`config.mk`:
```
export PLATFORM = sky130hd
export DESIGN_NAME = sid_cmd_sequencer
export DESIGN_NICKNAME = d
export VERILOG_FILES = /design/src/rtl/sid_cmd_sequencer_pkg.sv /design/src/rtl/sid_cmd_fifo.sv /design/src/rtl/sid_cmd_sequencer.sv
export SDC_FILE = /design/constraint.sdc
export NUM_CORES = 1
export LEC_CHECK = 0
export ABC_AREA = 1
export BUFFER_PORTS_ARGS = -buffer_cell sky130_fd_sc_hd__clkbuf_2
export CAP_MARGIN = 20
export CELL_PAD_IN_SITES_DETAIL_PLACEMENT = 1
export CELL_PAD_IN_SITES_GLOBAL_PLACEMENT = 2
export CORE_MARGIN = 4
export CORE_UTILIZATION = 30
export CTS_CLUSTER_DIAMETER = 80
export CTS_CLUSTER_SIZE = 40
export DETAILED_ROUTE_END_ITERATION = 10
export PLACE_DENSITY = 0.68
export SLEW_MARGIN = 20
export SYNTH_ARGS = -nofsm -noshare
export SYNTH_HDL_FRONTEND = slang
export SYNTH_SLANG_ARGS = --single-unit
```
`constraint.sdc`:
```
create_clock -name clk -period 2.7 [get_ports clk]
set_clock_uncertainty 0.15 [all_clocks]
set_input_delay 0.135 -clock clk [delete_from_list [all_inputs] [get_ports clk]]
set_output_delay 0.135 -clock clk [all_outputs]
set_load 0.03 [all_outputs]
```
`src/rtl/sid_cmd_sequencer_pkg.sv`:
```
// ============================================================================
// sid_cmd_sequencer_pkg : shared command codes, word layout and FSM states
// Revision : 1.0
// ============================================================================
`default_nettype none

package sid_cmd_sequencer_pkg;

  localparam int         c_CMD_W          = 13;
  localparam logic [4:0] c_DELAY_CMD      = 5'h1f;
  localparam logic [4:0] c_LONG_DELAY_CMD = 5'h1e;

  typedef struct packed {
    logic [4:0] addr;
    logic [7:0] data;
  } sid_cmd_t;

  typedef enum logic [1:0] {
    ST_IDLE  = 2'd0,
    ST_WRITE = 2'd1,
    ST_WAIT  = 2'd2
  } seq_state_t;

endpackage

`default_nettype wire

```
`src/rtl/sid_cmd_fifo.sv`:
```
// ============================================================================
// sid_cmd_fifo : show-ahead synchronous FIFO of 13-bit SID command words
// Revision : 1.0
// ============================================================================
`default_nettype none

module sid_cmd_fifo
  import sid_cmd_sequencer_pkg::*;
#(
  parameter int DEPTH = 16
) (
  input  logic                     clk,
  input  logic                     reset,
  input  logic                     push,
  input  logic [c_CMD_W-1:0]       wr_data,
  input  logic                     pop,
  output logic [c_CMD_W-1:0]       rd_data,
  output logic                     full,
  output logic                     empty,
  output logic [$clog2(DEPTH):0]   level
);

  localparam int               c_AW    = $clog2(DEPTH);
  localparam logic [c_AW:0]    c_DEPTH = (c_AW+1)'(DEPTH);

  logic [c_CMD_W-1:0] r_mem [DEPTH];
  logic [c_AW-1:0]    r_wr_ptr;
  logic [c_AW-1:0]    r_rd_ptr;
  logic [c_AW:0]      r_count;
  logic               w_do_push;
  logic               w_do_pop;

  assign full      = (r_count == c_DEPTH);
  assign empty     = (r_count == '0);
  assign level     = r_count;
  assign rd_data   = r_mem[r_rd_ptr];
  assign w_do_push = push && !full;
  assign w_do_pop  = pop && !empty;

  always_ff @(posedge clk) begin
    if (w_do_push) r_mem[r_wr_ptr] <= wr_data;
  end

  // Pointers wrap naturally because DEPTH is a power of two.
  always_ff @(posedge clk or posedge reset) begin
    if (reset) begin
      r_wr_ptr <= '0;
      r_rd_ptr <= '0;
      r_count  <= '0;
    end else begin
      if (w_do_push) r_wr_ptr <= r_wr_ptr + c_AW'(1);
      if (w_do_pop)  r_rd_ptr <= r_rd_ptr + c_AW'(1);
      if (w_do_push && !w_do_pop)      r_count <= r_count + (c_AW+1)'(1);
      else if (w_do_pop && !w_do_push) r_count <= r_count - (c_AW+1)'(1);
    end
  end

endmodule

`default_nettype wire

```
`src/rtl/sid_cmd_sequencer.sv`:
```
// ============================================================================
// sid_cmd_sequencer : buffers SID command words and replays them as sid8580
// register writes / idle delays in step with ce_1m.
// Optional macro SID_CMD_LONG_WAIT_EN : 5'h1e becomes a data*256 long wait.
// Revision : 1.0
// ============================================================================
`default_nettype none

module sid_cmd_sequencer
  import sid_cmd_sequencer_pkg::*;
#(
  parameter int         FIFO_DEPTH = 16,
  parameter logic [4:0] DELAY_CMD  = c_DELAY_CMD
) (
  input  logic                         clk,
  input  logic                         reset,
  input  logic                         ce_1m,
  input  logic                         cmd_valid,
  output logic                         cmd_ready,
  input  logic [4:0]                   cmd_addr,
  input  logic [7:0]                   cmd_data,
  output logic                         sid_we,
  output logic [4:0]                   sid_addr,
  output logic [7:0]                   sid_data,
  output logic [$clog2(FIFO_DEPTH):0]  fifo_level,
  output logic                         busy
);

`ifdef SID_CMD_LONG_WAIT_EN
  localparam int c_CNT_W = 16;
`else
  localparam int c_CNT_W = 8;
`endif

  logic               w_full;
  logic               w_empty;
  logic               w_push;
  logic               w_pop;
  sid_cmd_t           w_head;
  seq_state_t         r_state;
  logic [c_CNT_W-1:0] r_wait_cnt;
  logic               r_sid_we;
  logic [4:0]         r_sid_addr;
  logic [7:0]         r_sid_data;

  assign cmd_ready = !w_full;
  assign w_push    = cmd_valid && !w_full;
  assign w_pop     = ce_1m && (r_state != ST_WAIT) && !w_empty;

  sid_cmd_fifo #(
    .DEPTH (FIFO_DEPTH)
  ) u_fifo (
    .clk     (clk),
    .reset   (reset),
    .push    (w_push),
    .wr_data ({cmd_addr, cmd_data}),
    .pop     (w_pop),
    .rd_data (w_head),
    .full    (w_full),
    .empty   (w_empty),
    .level   (fifo_level)
  );

  always_ff @(posedge clk or posedge reset) begin
    if (reset) begin
      r_state    <= ST_IDLE;
      r_wait_cnt <= '0;
      r_sid_we   <= 1'b0;
      r_sid_addr <= '0;
      r_sid_data <= '0;
    end else if (ce_1m) begin
      case (r_state)
        ST_IDLE, ST_WRITE: begin
          if (w_empty) begin
            r_sid_we <= 1'b0;
            r_state  <= ST_IDLE;
          end else if (w_head.addr == DELAY_CMD) begin
            r_sid_we <= 1'b0;
            if (w_head.data == 8'd0) begin
              r_state <= ST_IDLE;
            end else begin
              r_wait_cnt <= c_CNT_W'(w_head.data);
              r_state    <= ST_WAIT;
            end
`ifdef SID_CMD_LONG_WAIT_EN
          end else if (w_head.addr == c_LONG_DELAY_CMD) begin
            r_sid_we <= 1'b0;
            if (w_head.data == 8'd0) begin
              r_state <= ST_IDLE;
            end else begin
              r_wait_cnt <= {w_head.data, 8'h00};
              r_state    <= ST_WAIT;
            end
`endif
          end else begin
            r_sid_we   <= 1'b1;
            r_sid_addr <= w_head.addr;
            r_sid_data <= w_head.data;
            r_state    <= ST_WRITE;
          end
        end
        // The last idle pulse returns to IDLE so the next pulse can dispatch.
        ST_WAIT: begin
          if (r_wait_cnt > c_CNT_W'(1)) begin
            r_wait_cnt <= r_wait_cnt - c_CNT_W'(1);
          end else begin
            r_wait_cnt <= '0;
            r_state    <= ST_IDLE;
          end
        end
        default: r_state <= ST_IDLE;
      endcase
    end
  end

  assign sid_we   = r_sid_we;
  assign sid_addr = r_sid_addr;
  assign sid_data = r_sid_data;
  assign busy     = !w_empty || (r_state != ST_IDLE) || r_sid_we;

endmodule

`default_nettype wire

```
# Word level (Yosys, flattened, before mapping)
# Memory sizes are Yosys's and may differ from the RTL's.
# Index checks and enable logic that the tools add are counted.
[classes]
n_mux = 16
shift = 0
div_mod_pow = 0
mul = 0
n_eq_ne = 9
addsub = 5
bitwise_logic = 2
reduce_logical = 24
magnitude_cmp = 1
[op_table]
columns = ["operator", "n"]
rows = [
  ["8-bit two-way mux", 4],
  ["8-bit case mux with 2 select lines", 1],
  ["5-bit equality test (second input constant)", 2],
  ["5-bit two-way mux", 2],
  ["2-bit inequality test (second input constant)", 5],
  ["4-bit by 1-bit adder with 4-bit output (second input constant)", 2],
  ["8-bit by 1-bit greater-than comparator with 1-bit output (second input constant)", 1],
  ["8-bit zero test", 1],
  ["2-bit two-way mux", 4],
  ["8-bit by 1-bit subtractor with 8-bit output (second input constant)", 1],
  ["1-bit logical AND", 7],
  ["2-bit nonzero test", 3],
  ["5-bit by 1-bit adder with 5-bit output (second input constant)", 1],
  ["5-bit zero test", 1],
  ["5-bit AND reduction", 1],
  ["5-bit by 1-bit subtractor with 5-bit output (second input constant)", 1],
  ["1-bit zero test", 4],
  ["1-bit two-way mux", 4],
  ["2-bit case mux with 2 select lines", 1],
  ["2-bit AND reduction", 2],
  ["4-bit AND reduction", 1],
  ["2-bit by 1-bit equality test with 1-bit output (second input constant)", 1],
  ["2-bit equality test (second input constant)", 1],
  ["2-bit zero test", 1],
  ["other kinds (3)", 5],
]
[totals]
latch_bits = 0
out_inout_bits = 21
n_memories = 1
wordCells = 66
reg_bits = 37
mem_bits_rw = 208
rom_bits = 0
[memory_table]
columns = ["memory", "depth", "word_bits", "rd", "rd_ports_with_merged_regs", "wr", "line_no", "source"]
rows = [
  ["u_fifo.r_mem", 16, 13, 1, 0, 1, "sid_cmd_fifo.sv:26", "logic [c_CMD_W-1:0] r_mem [DEPTH];"],
]

# Depth between registers and ports, before layout
# Gate-level depths: netlist of the first run.
[depth]
word_depth = 8
depth_mapped = 20

# Cells and area by module
# Synthesis of the first run repeated with hierarchy kept, for this count alone.
[hier_totals]
hier_cells = 1113
hier_area_um2 = 11068.1
[modules_own_cells]
columns = ["mod", "area_per_inst_um2", "instances", "cells_each", "seq_area_each_um2"]
rows = [
  ["sid_cmd_fifo", 9736.8, 1, 932, 6571.3],
  ["sid_cmd_sequencer", 1331.3, 1, 181, 600.6],
]

# Least setup slack after synthesis of the first run
# No wires, ideal clock.
[synth_path]
kind = "reg-to-reg"
start = "register u_fifo.r_count[1], in the netlist u_fifo.level[1]"
end = "register u_fifo.r_count[4], in the netlist u_fifo.level[4]"
stages_incl_launch_ff = 15
setup_ps = 137
synth_period_minus_slack_ps = 2878
arrival_ps = 2591
path_buffers = 0
path_slack_ps = -178
cell_sequence = "dfrtp_1 -> nor4_1 -> nand2_1 -> nand2_1 -> inv_1 -> ha_1 -> inv_1 -> ha_1 -> nand2_1 -> nand2_1 -> a21oi_1 -> nand2_1 -> nand2_1 -> nor2_1 -> xor2_1"
[synth_between]
elab_chain_cells = 7
word_cells_on_any_way = 17
cone_classes = "add/sub (2); eq/ne (1); mux (2); reduce/logical (12)"
[synth_rtl]
columns = ["item", "line_no", "source"]
rows = [
  ["from (decl)", "sid_cmd_fifo.sv:29", "logic [c_AW:0] r_count;"],
  ["from (signal assigned)", "sid_cmd_fifo.sv:53", "if (w_do_push && !w_do_pop) r_count <= r_count + (c_AW+1)'(1);"],
  ["from (signal assigned)", "sid_cmd_fifo.sv:54", "else if (w_do_pop && !w_do_push) r_count <= r_count - (c_AW+1)'(1);"],
  ["5-bit equality test *", "sid_cmd_fifo.sv:33", "assign full = (r_count == c_DEPTH);"],
  ["1-bit zero test *", "--", ""],
  ["net cmd_ready", "sid_cmd_sequencer.sv:19", "output logic cmd_ready,"],
  ["1-bit logical AND", "sid_cmd_sequencer.sv:47", "assign w_push = cmd_valid && !w_full;"],
  ["1-bit logical AND *", "sid_cmd_fifo.sv:37", "assign w_do_push = push && !full;"],
  ["net u_fifo.w_do_push", "sid_cmd_fifo.sv:30", "logic w_do_push;"],
  ["1-bit zero test", "sid_cmd_fifo.sv:54", ""],
  ["1-bit logical AND", "sid_cmd_fifo.sv:54", ""],
  ["2-bit nonzero test (no source line)", "--", ""],
]
# Mark *: on every way through the listed nets, which the timed path passes. The rest lies on a longest branch. The select of a mux whose other input is x is not followed.
# A chain may end at the register's enable or synchronous reset.

# Final worst setup path of the first run
[layout_path]
start = "register u_fifo.r_count[1], in the netlist u_fifo.level[1]"
end = "register u_fifo.r_count[3], in the netlist u_fifo.level[3]"
[layout_between]
elab_chain_cells = 7
word_cells_on_any_way = 17
cone_classes = "add/sub (2); eq/ne (1); mux (2); reduce/logical (12)"
[layout_rtl]
columns = ["item"]
rows = [
  ["branches (longest 7 deep; another with 5-bit by 1-bit subtractor with 5-bit output)"],
]
# Parallel ways; which one is timed is not known. The select of a mux whose other input is x is not followed.

==> flow_summary.ini, run 1 <==
[placement]
portBuffers = 37
post-dp-hpwl_um = 18700
placed_cells = 1536
placed_area_um2 = 11700
place_ws_ns = -0.0200
finalWeightedCongestion = 0.749

[route]
route.vias.total = 7274
drc = 0
drt-total-wl_um = 30200
antenna_violating_nets_post_route = 0
routed_via_density = 4.60
dr.first_iter.drc_count = 462
number_of_detailed_routing_iterations_run_before_antenna_repair = 4
drt-wirelength-per-cell_um = 19.1

[yosys]
fraction_of_the_mapped_netlist_area_in_simple_logic_gates = 0.214
syn_inst = 1035
synth_mux_area_frac = 0
async_reset_ff_frac = 0.151
yosys.area_share.xor_xnor = 0.0106
yosysUniqueCellTypes = 36
synth_compound_area_frac = 0.0231
yosys_warnings = 0
synth-seq-area-share = 0.666
dominant_combinational_cell_family_by_area_after_synthesis = simple AND/OR/NAND/NOR gates
yosys_register_bits = 245
synth_enable_flop_cells = 208
synthesis.area_um2 = 10800
synth_area_per_cell_um2 = 10.4
post_synthesis_share_of_cell_area_spent_on_full_adders_half_adders_and_majority_gates = 0.0158
syn_nets = 1065
synth_ff_type = edfxtp_1

[cells_and_area]
layout_common_cells = nand2_1 (342), edfxtp_1 (208), nand3_1 (140)
drive_above_1_share = 0.129
layout_commonest_cell = nand2_1
num-fill-cells = 3960
finalCoreUtilization = 0.353
post_layout_nonfiller_instances = 1581
postLayoutCellArea_um2 = 12500
num-nets-final = 1141
area.growth.synth_to_final_pct = 16.2
diodes = 0

[floorplan]
fp.dieArea_um2 = 39000
floorplan.core_area_um2 = 35500
top_level_ports = 38
rows = 69
floorplan.die.height_um = 197
start_util = 0.303
chipWidth_um = 197

[timing]
achievable-frequency_ghz = 0.396
worst_pin_slew_ns = 0.978
rsz0062_at_grt = true
maxSlewHeadroom = 0.344
report.final.slew_viol_count = 0
final_number_of_setup_violating_endpoints = 0
fin_ws_ns = 0.177
fin_crit_ns = 2.52
hold_viol_final = 0
layout_worst_path_cycle_share = 0.935
setup_tns_ns = 0

[worst_setup_path]
timing.critical_path.arrival_ns = 2.77
crit_path_cell_chain = nor4_4 > nand2_1 > nand3_1 > ha_2 > inv_1 > ha_1 > nand2_1 > and3_1 > or2_2 > a31oi_2
cp_dominant_cell_by_count = nand2_1
worstSetupStartpointType = flip-flop
crit_fanout = 4
timing.critical_path.slowest_stage_cell = dfrtp_2
critical_path_required_ns = 2.95
critical_path.n_buffers_inverters = 1
endpoint_kind = flip-flop
reg2regPathDepth = 10
worst-setup-path-type = flip-flop to flip-flop
crit_family = simple AND/OR/NAND/NOR gates
worstSetupPathDepth = 10
cpPeakStageDelay_ns = 0.43

[global_routing]
globalRouteTotalUtil = 0.155
antenna_found_initial = 0
first_global_vias = 7617
overflow = 0
grt_pass1_wl_um = 46700
grt_max_degree = 40

[job]
cap_viol_max_count = 0

[clock_tree]
clockRootBuffer = clkbuf_16
htreeDepth = 1
clkLatencyLatePin_ns = 0.50
clk_pin_slew_worst_setup_hold_paths_ns = 0.09
clk_path_buf_depth = 3
number_of_buffers_added_by_the_clock_tree_synthesis_step = 16
tritoncts_clock_tree = yes
cts_num_sinks = 245

[pwr]
pwr_density_cell_nw_per_um2 = 1080
power.static_leakage_nw = 5.22
power.ir.vdd_worst_v = 0.000562

[worst_hold_path]
timing.hold.worst.class = primary input to async pin

[run_status]
run_status = complete, no violations
[registers in the layout (all words and copies together) (netlist names)]
signal	cells
r_state	2
u_fifo.r_wr_ptr	4
sid_addr	5
u_fifo.r_mem	208
sid_data	8
u_fifo.level	5
sid_we	1
u_fifo.r_rd_ptr	4
r_wait_cnt	8
[worst paths after layout]
check	start	end	slack (ns)
min in group clk	sid_addr[0]	sid_addr[0]	0.34
worst max-delay path	u_fifo.level[1]	u_fifo.level[3]	0.18
worst max register to register	u_fifo.level[1]	u_fifo.level[3]	0.18
max in group asynchronous	reset	r_wait_cnt[5]	1.56
worst min register to register	sid_addr[0]	sid_addr[0]	0.34
worst min-delay path	reset	u_fifo.level[4]	0.07
[per-stage QoR]
stage / hold WS, ns / total power, mW
2_1_floorplan: 0.0839 / 8.77
3_3_place_gp: 0.0653 / 10.8
3_5_place_dp: 0.0585 / 10.9
4_1_cts: 0.0725 / 13.7
5_1_grt: 0.124 / 14.6
6_report: 0.0730 / 13.5
[routing by layer]
layer  wire [µm]  share of wire  vias up  global-route usage
met5           0              0        -                   0
met4         439          0.015        0              0.0236
met2       14800           0.49       89               0.266
met1       14000           0.46     3619               0.219
met3         977          0.032       19              0.0157
li1            -              -     3547                   -
[layout make-up]
cell class	instances	area, µm²	share of cell area
Inverter	123	467	0.0373
Sequential cell	245	7180	0.574
Clock buffer	17	425	0.0340
Timing Repair Buffer	102	846	0.0676
Clock inverter	10	139	0.0111
Multi-Input combinational cell	623	2880	0.230
Tap cell	461	577	0.0461
[timing repair]
item	4_1_cts	5_1_grt
setup buffers	0	1
pin swaps	0	1
gates cloned	0	1
hold buffers	16	0
gates resized for setup	1	10
endpoints found under the hold margin	236	0
endpoints found under the setup margin	1	11
[synthesized netlist by cell type (5+ instances only)]
cell | n | area (µm²)
buf_2 | 21 | 105
buf_4 | 8 | 60.1
buf_6 | 10 | 113
dfrtp_1 | 37 | 926
edfxtp_1 | 208 | 6250
ha_1 | 12 | 150
inv_1 | 112 | 420
inv_2 | 9 | 33.8
nand2_1 | 344 | 1290
nand3_1 | 140 | 701
nor2_1 | 51 | 191
nor3_1 | 5 | 25.0
o21ai_0 | 22 | 110
o21ai_1 | 7 | 35.0
o22ai_1 | 6 | 37.5
xor2_1 | 10 | 87.6
[tightest hold or removal path: stages]
cell and delay (ns):
dlygate4sd3_1 0.53, clkbuf_2 0.10, inv_1 0.44
[power breakdown]
part	internal, mW	switching, mW	leakage (nW)	total (mW)
Combinational	1.85	3.94	2.62	5.79
Clock	1.32	1.42	0.274	2.74
Sequential	4.71	0.309	2.33	5.02
Total	7.88	5.67	5.22	13.5
[kinds of logic after synthesis]
logic type,after synthesis
compound gates,44
xor+xnor,13
fa+ha+maj,13
buf+inv,167
flops,245
simple gates,553
Note: power is estimated with default switching activity, not from simulation.
==> inputs of run 2 (changes only) <==
--- a/config.mk
+++ b/config.mk
@@ -17,3 +17,3 @@
 export DETAILED_ROUTE_END_ITERATION = 10
-export PLACE_DENSITY = 0.68
+export PLACE_DENSITY = 0.69
 export SLEW_MARGIN = 20
@@ -21,2 +21,3 @@
 export SYNTH_HDL_FRONTEND = slang
+export SYNTH_HIERARCHICAL = 1
 export SYNTH_SLANG_ARGS = --single-unit
==> constraint.sdc (replaced) <==
create_clock -name clk -period 2.7 [get_ports clk]
set_clock_uncertainty 0.15 [all_clocks]
set_input_delay 0.675 -clock clk [delete_from_list [all_inputs] [get_ports clk]]
set_output_delay 0.675 -clock clk [all_outputs]
set_load 0.03 [all_outputs]
==> flow_summary.ini, run 2 <==
[cells_and_area]
drive_above_1_share = 0.145
layout_common_cells = nand2_1 (422), edfxtp_1 (208), nor2_1 (113)
area.growth.synth_to_final_pct = 14.8
registers.top_by_ff_count = u_fifo/r_mem
largest_reg_flops = 208
num-fill-cells = 4067
layout_commonest_cell = nand2_1
num-nets-final = 1212

[yosys]
ys_top_cells_by_area = edfxtp_1 (56%), nand2_1 (14%), dfrtp_1 (8.4%)
synth_common_cells = nand2_1 (422), edfxtp_1 (208), nor2_1 (113)
post-synth-top-count-cell = nand2_1
syn_inst = 1113
yosys_register_bits = 245
synth_ff_type = edfxtp_1
synth_mux_area_frac = 0
synth_enable_flop_cells = 208
fraction_of_the_mapped_netlist_area_in_simple_logic_gates = 0.256
post_synthesis_share_of_cell_area_spent_on_full_adders_half_adders_and_majority_gates = 0.0142
synth-seq-area-share = 0.648
synth_area_per_cell_um2 = 9.94
yosysUniqueCellTypes = 32
yosys.area_share.xor_xnor = 0.00950
syn_nets = 1142
yosys_warnings = 6
area_leader_netlist = edfxtp_1
synthDominantCellAreaShare = 0.564
synthesis.area_um2 = 11100
async_reset_ff_frac = 0.151
synth_compound_area_frac = 0.00678
dominant_combinational_cell_family_by_area_after_synthesis = simple AND/OR/NAND/NOR gates

[placement]
post-dp-hpwl_um = 19700
place_ws_ns = 0.00713
finalWeightedCongestion = 0.773
portBuffers = 37

[worst_setup_path]
crit_path_cell_chain = nor2_1 > nand4_1 > inv_2 > nand4_1 > clkbuf_2
worstSetupStartpointType = flip-flop
worst-setup-path-type = flip-flop to output pin
endpoint = busy
ff2ff_setup_slack_ns = 0.21
crit_path_start = u_fifo/level[0]
crit_fanout = 5
r2r_start = u_fifo/r_rd_ptr[0]
cp_dominant_cell_by_count = nand4_1
critical_path_required_ns = 1.88
timing.critical_path.slowest_stage_cell = dfrtp_2
timing.critical_path.arrival_ns = 1.76
endpoint_kind = output pin
cpPeakStageDelay_ns = 0.46
crit-reg2reg-capture = r_wait_cnt[5]
reg2regPathDepth = 15

[worst_hold_path]
timing.hold.worst.class = primary input to async pin

[global_routing]
globalRouteTotalUtil = 0.148
grt_pass1_wl_um = 45500
first_global_vias = 7703
grt.met3_usage = 0.0180
top_usage_layer = met2
global_route.usage.met2 = 0.242
grt_max_degree = 59
antenna_found_initial = 1
met1_use_gr = 0.211
overflow = 0

[route]
number_of_detailed_routing_iterations_run_before_antenna_repair = 4
drt-wirelength-per-cell_um = 17.7
drt-total-wl_um = 29400
dr.first_iter.drc_count = 456
routed_via_density = 4.52
drc = 0
antenna_violating_nets_post_route = 0
route.vias.total = 7516

[pwr]
sw_frac_of_total = 0.420
power.static_leakage_nw = 5.47
portion_of_total_power_attributed_to_the_clock_network = 0.207
pwr_density_cell_nw_per_um2 = 1070
total_power_mw = 13.6
intPower_mw = 7.90
power.ir.vdd_worst_v = 0.000419
comb_power_frac = 0.425
p_seq_frac = 0.368
sw_pwr_mw = 5.71

[clock_tree]
htreeDepth = 1
clk_pin_slew_worst_setup_hold_paths_ns = 0.11
clkLatencyLatePin_ns = 0.50
cts_num_sinks = 245
tritoncts_clock_tree = yes
clk_path_buf_depth = 3
cts-hold-fix-buffers = 0
clockRootBuffer = clkbuf_16
number_of_buffers_added_by_the_clock_tree_synthesis_step = 16

[floorplan]
floorplan.die.height_um = 200
top_level_ports = 38
fp.dieArea_um2 = 40000
chipWidth_um = 200
rows = 70
start_util = 0.303
floorplan.core_area_um2 = 36500

[timing]
worst_pin_slew_ns = 0.633
layout_worst_path_cycle_share = 0.957
fin_crit_ns = 2.58
setup_tns_ns = 0
maxSlewHeadroom = 0.578
hold_viol_final = 0
fin_ws_ns = 0.117
report.final.slew_viol_count = 0
final_number_of_setup_violating_endpoints = 0
achievable-frequency_ghz = 0.387
rsz0062_at_grt = false

[job]
cap_viol_max_count = 0

[run_status]
run_status = complete, no violations
## run 2: cell types whose count changed after synthesis, sizes merged, moves of 6 or more
cell   change
o21ai     -16
nand3     -36
nor2      +68
o22ai      -6
inv        -8
nand2     +97
## run 2: cell type report
class / count / area, µm² / share of cell area
sequential: 245 / 7180 / 0.565
multi-input combinational: 712 / 3200 / 0.252
timing repair buffer: 92 / 689 / 0.0543
tap: 468 / 586 / 0.0461
inverter: 116 / 450 / 0.0355
clock buffer: 19 / 433 / 0.0341
clock inverter: 9 / 161 / 0.0127
antenna: 1 / 2.50 / 0.000197
## run 2: metrics by stage
step | utilization | area [µm²] | hold slack [ns] | std cells
6_report | 0.348 | 12700 | 0.0474 | 1662
3_5_place_dp | 0.329 | 12000 | 0.316 | 1629
5_1_grt | 0.348 | 12700 | 0.0825 | 1661
4_1_cts | 0.345 | 12600 | 0.0316 | 1657
2_1_floorplan | - | 11100 | 0.314 | 1113
3_3_place_gp | 0.329 | 12000 | 0.311 | 1629
## run 2: kinds of logic after synthesis
| kind of cell | count (synthesis) |
|---|---|
| AND/OR/NAND/NOR | 674 |
| flip-flops | 245 |
| buffers and inverters | 156 |
| AO/OA/AOI/OAI | 14 |
| XOR/XNOR | 12 |
| adder cells (fa/ha/maj) | 12 |
## run 2: what timing repair did
| action | CTS | global route |
|---|---|---|
| buffers inserted | 0 | 3 |
| gates resized for setup | 0 | 14 |
| endpoints found under the setup margin | 0 | 26 |
## run 2: worst min-delay path by stage
stage,from,endpoint,slack [ns],cells past startpoint
5_1_grt,reset,sid_addr[3],0.08,3
6_report,reset,r_state[0],0.05,3
3_3_place_gp,sid_data[1],sid_data[1],0.31,2
2_1_floorplan,r_wait_cnt[1],r_wait_cnt[1],0.31,2
4_1_cts,reset,sid_addr[3],0.03,3
3_5_place_dp,sid_data[4],sid_data[4],0.32,2
## run 2: power by group through the flow
| stage | sequential, mW | combinational (mW) | clock (mW) |
|---|---|---|---|
| 4_1_cts | 5.02 | 5.78 | 2.93 |
| 2_1_floorplan | 5.29 | 3.52 | 0 |
| 5_1_grt | 5.09 | 6.53 | 3.06 |
| 3_5_place_dp | 5.10 | 5.75 | 0 |
| 6_report | 5.02 | 5.78 | 2.81 |
| 3_3_place_gp | 5.09 | 5.68 | 0 |
## run 2: routing by layer
metal	wire length [µm]	share of wire	vias to the layer above
met3	856	0.029	35
li1	-	-	3701
met1	14000	0.48	3704
met4	671	0.023	0
met5	0	0	-
met2	13900	0.47	76
## run 2: critical path, delay by kind of cell, from the launching register on
| kind | cells | cell delay [ns] |
|---|---|---|
| flops | 1 | 0.46 |
| buf+inv | 2 | 0.36 |
| simple gates | 3 | 0.43 |
==> inputs of run 3 (changes only) <==
CTS_BUF_LIST = sky130_fd_sc_hd__clkbuf_16   (was not set)
==> flow_summary.ini, run 3 (synthesis gave the netlist of run 2 again) <==
[cells_and_area]
num-fill-cells = 4067
num-nets-final = 1212
finalCoreUtilization = 0.348
registers.top_by_ff_count = u_fifo/r_mem
area.growth.synth_to_final_pct = 14.8
layout_common_cells = nand2_1 (422), edfxtp_1 (208), nor2_1 (113)
drive_above_1_share = 0.145
layout_commonest_cell = nand2_1
largest_reg_flops = 208

[global_routing]
grt_pass1_wl_um = 45500
grt.met3_usage = 0.0180
grt_max_degree = 59
globalRouteTotalUtil = 0.148
top_usage_layer = met2
met1_use_gr = 0.211
global_route.usage.met2 = 0.242
overflow = 0
antenna_found_initial = 1
first_global_vias = 7703

[worst_setup_path]
worst-setup-path-type = flip-flop to output pin
crit_fanout = 5
crit-reg2reg-capture = r_wait_cnt[5]
crit_path_cell_chain = nor2_1 > nand4_1 > inv_2 > nand4_1 > clkbuf_2
cpPeakStageDelay_ns = 0.46
timing.critical_path.slowest_stage_cell = dfrtp_2
r2r_start = u_fifo/r_rd_ptr[0]
timing.critical_path.arrival_ns = 1.76
critical_path_required_ns = 1.88
reg2regPathDepth = 15
endpoint_kind = output pin
ff2ff_setup_slack_ns = 0.20
cp_dominant_cell_by_count = nand4_1
worstSetupStartpointType = flip-flop

[clock_tree]
tritoncts_clock_tree = yes
clockRootBuffer = clkbuf_16
cts-hold-fix-buffers = 0
htreeDepth = 1
clk_pin_slew_worst_setup_hold_paths_ns = 0.11
cts_num_sinks = 245
clkLatencyLatePin_ns = 0.50
clk_path_buf_depth = 3
number_of_buffers_added_by_the_clock_tree_synthesis_step = 16

[floorplan]
floorplan.core_area_um2 = 36500
top_level_ports = 38
rows = 70
fp.dieArea_um2 = 40000
floorplan.die.height_um = 200
chipWidth_um = 200
start_util = 0.303

[worst_hold_path]
timing.hold.worst.class = primary input to async pin

[timing]
rsz0062_at_grt = false
final_number_of_setup_violating_endpoints = 0
report.final.slew_viol_count = 0
worst_pin_slew_ns = 0.633
achievable-frequency_ghz = 0.387
layout_worst_path_cycle_share = 0.957
hold_viol_final = 0
setup_tns_ns = 0
fin_crit_ns = 2.58
maxSlewHeadroom = 0.578

[route]
number_of_detailed_routing_iterations_run_before_antenna_repair = 4
route.vias.total = 7511
antenna_violating_nets_post_route = 0
drt-total-wl_um = 29400
routed_via_density = 4.52
drt-wirelength-per-cell_um = 17.7
drc = 0
dr.first_iter.drc_count = 463

[pwr]
power.ir.vdd_worst_v = 0.000420
power.static_leakage_nw = 5.47
pwr_density_cell_nw_per_um2 = 1070

[placement]
post-dp-hpwl_um = 19700
finalWeightedCongestion = 0.773
portBuffers = 37

[job]
cap_viol_max_count = 0

[run_status]
run_status = complete, no violations
## run 3: cell count changes in the layout (fill, tap and decap cells not counted)
cell      previous run  this run
inv_1              107       109
clkbuf_1             2         0
## run 3: metal layers
metal | vias to the layer above | share of wire
li1 | 3701 | -
met1 | 3699 | 0.48
met2 | 76 | 0.47
met3 | 35 | 0.028
met4 | 0 | 0.023
met5 | - | 0
## run 3: repair_timing
item / CTS / global route
buffers inserted: 0 / 3
resized for setup: 0 / 14
endpoints found under the setup margin: 0 / 26
endpoints found under the hold margin: 0 / 0
## run 3: worst max path at each step
stage / startpoint / endpoint / slack [ns]
global route: u_fifo/r_rd_ptr[1] / r_wait_cnt[6] / 0.001
floorplan: u_fifo/level[0] / u_fifo/level[4] / 0.27
CTS: u_fifo/level[0] / busy / 0.04
detailed placement: ce_1m / u_fifo/level[3] / 0.007
finish: u_fifo/level[0] / busy / 0.12
global placement: ce_1m / u_fifo/level[4] / 0.03
## run 3: where the power goes
| part | total (mW) | internal, mW | switching [mW] |
|---|---|---|---|
| Clock | 2.81 | 1.35 | 1.46 |
| Combinational | 5.79 | 1.86 | 3.92 |
| Sequential | 5.02 | 4.68 | 0.334 |
| Total | 13.6 | 7.90 | 5.71 |
## run 3: final cells by class
type | count | area, µm² | share of cell area
diodes | 1 | 2.50 | 0.000197
clock inverters | 11 | 169 | 0.0133
well taps | 468 | 586 | 0.0461
multi-input cells | 712 | 3200 | 0.252
flip-flops and latches | 245 | 7180 | 0.565
inverters | 116 | 450 | 0.0355
clock buffers | 17 | 425 | 0.0335
repair buffers | 92 | 689 | 0.0543
## run 3: per-stage QoR
step	setup slack [ns]	hold slack (ns)	power (mW)	cell area, µm²	instances
floorplan	0.270	0.314	8.81	11100	1113
global placement	0.0270	0.311	10.8	12000	1629
detailed placement	0.00713	0.316	10.9	12000	1629
CTS	0.0429	0.0316	13.7	12600	1657
global route	0.00106	0.0825	14.7	12700	1661
finish	0.117	0.0474	13.6	12700	1662
## run 3: worst max-delay path: cells and delay by family, from the launching register on
family	cells	cell delay, ns
flip-flops	1	0.46
buffers and inverters	2	0.36
AND/OR/NAND/NOR	3	0.43
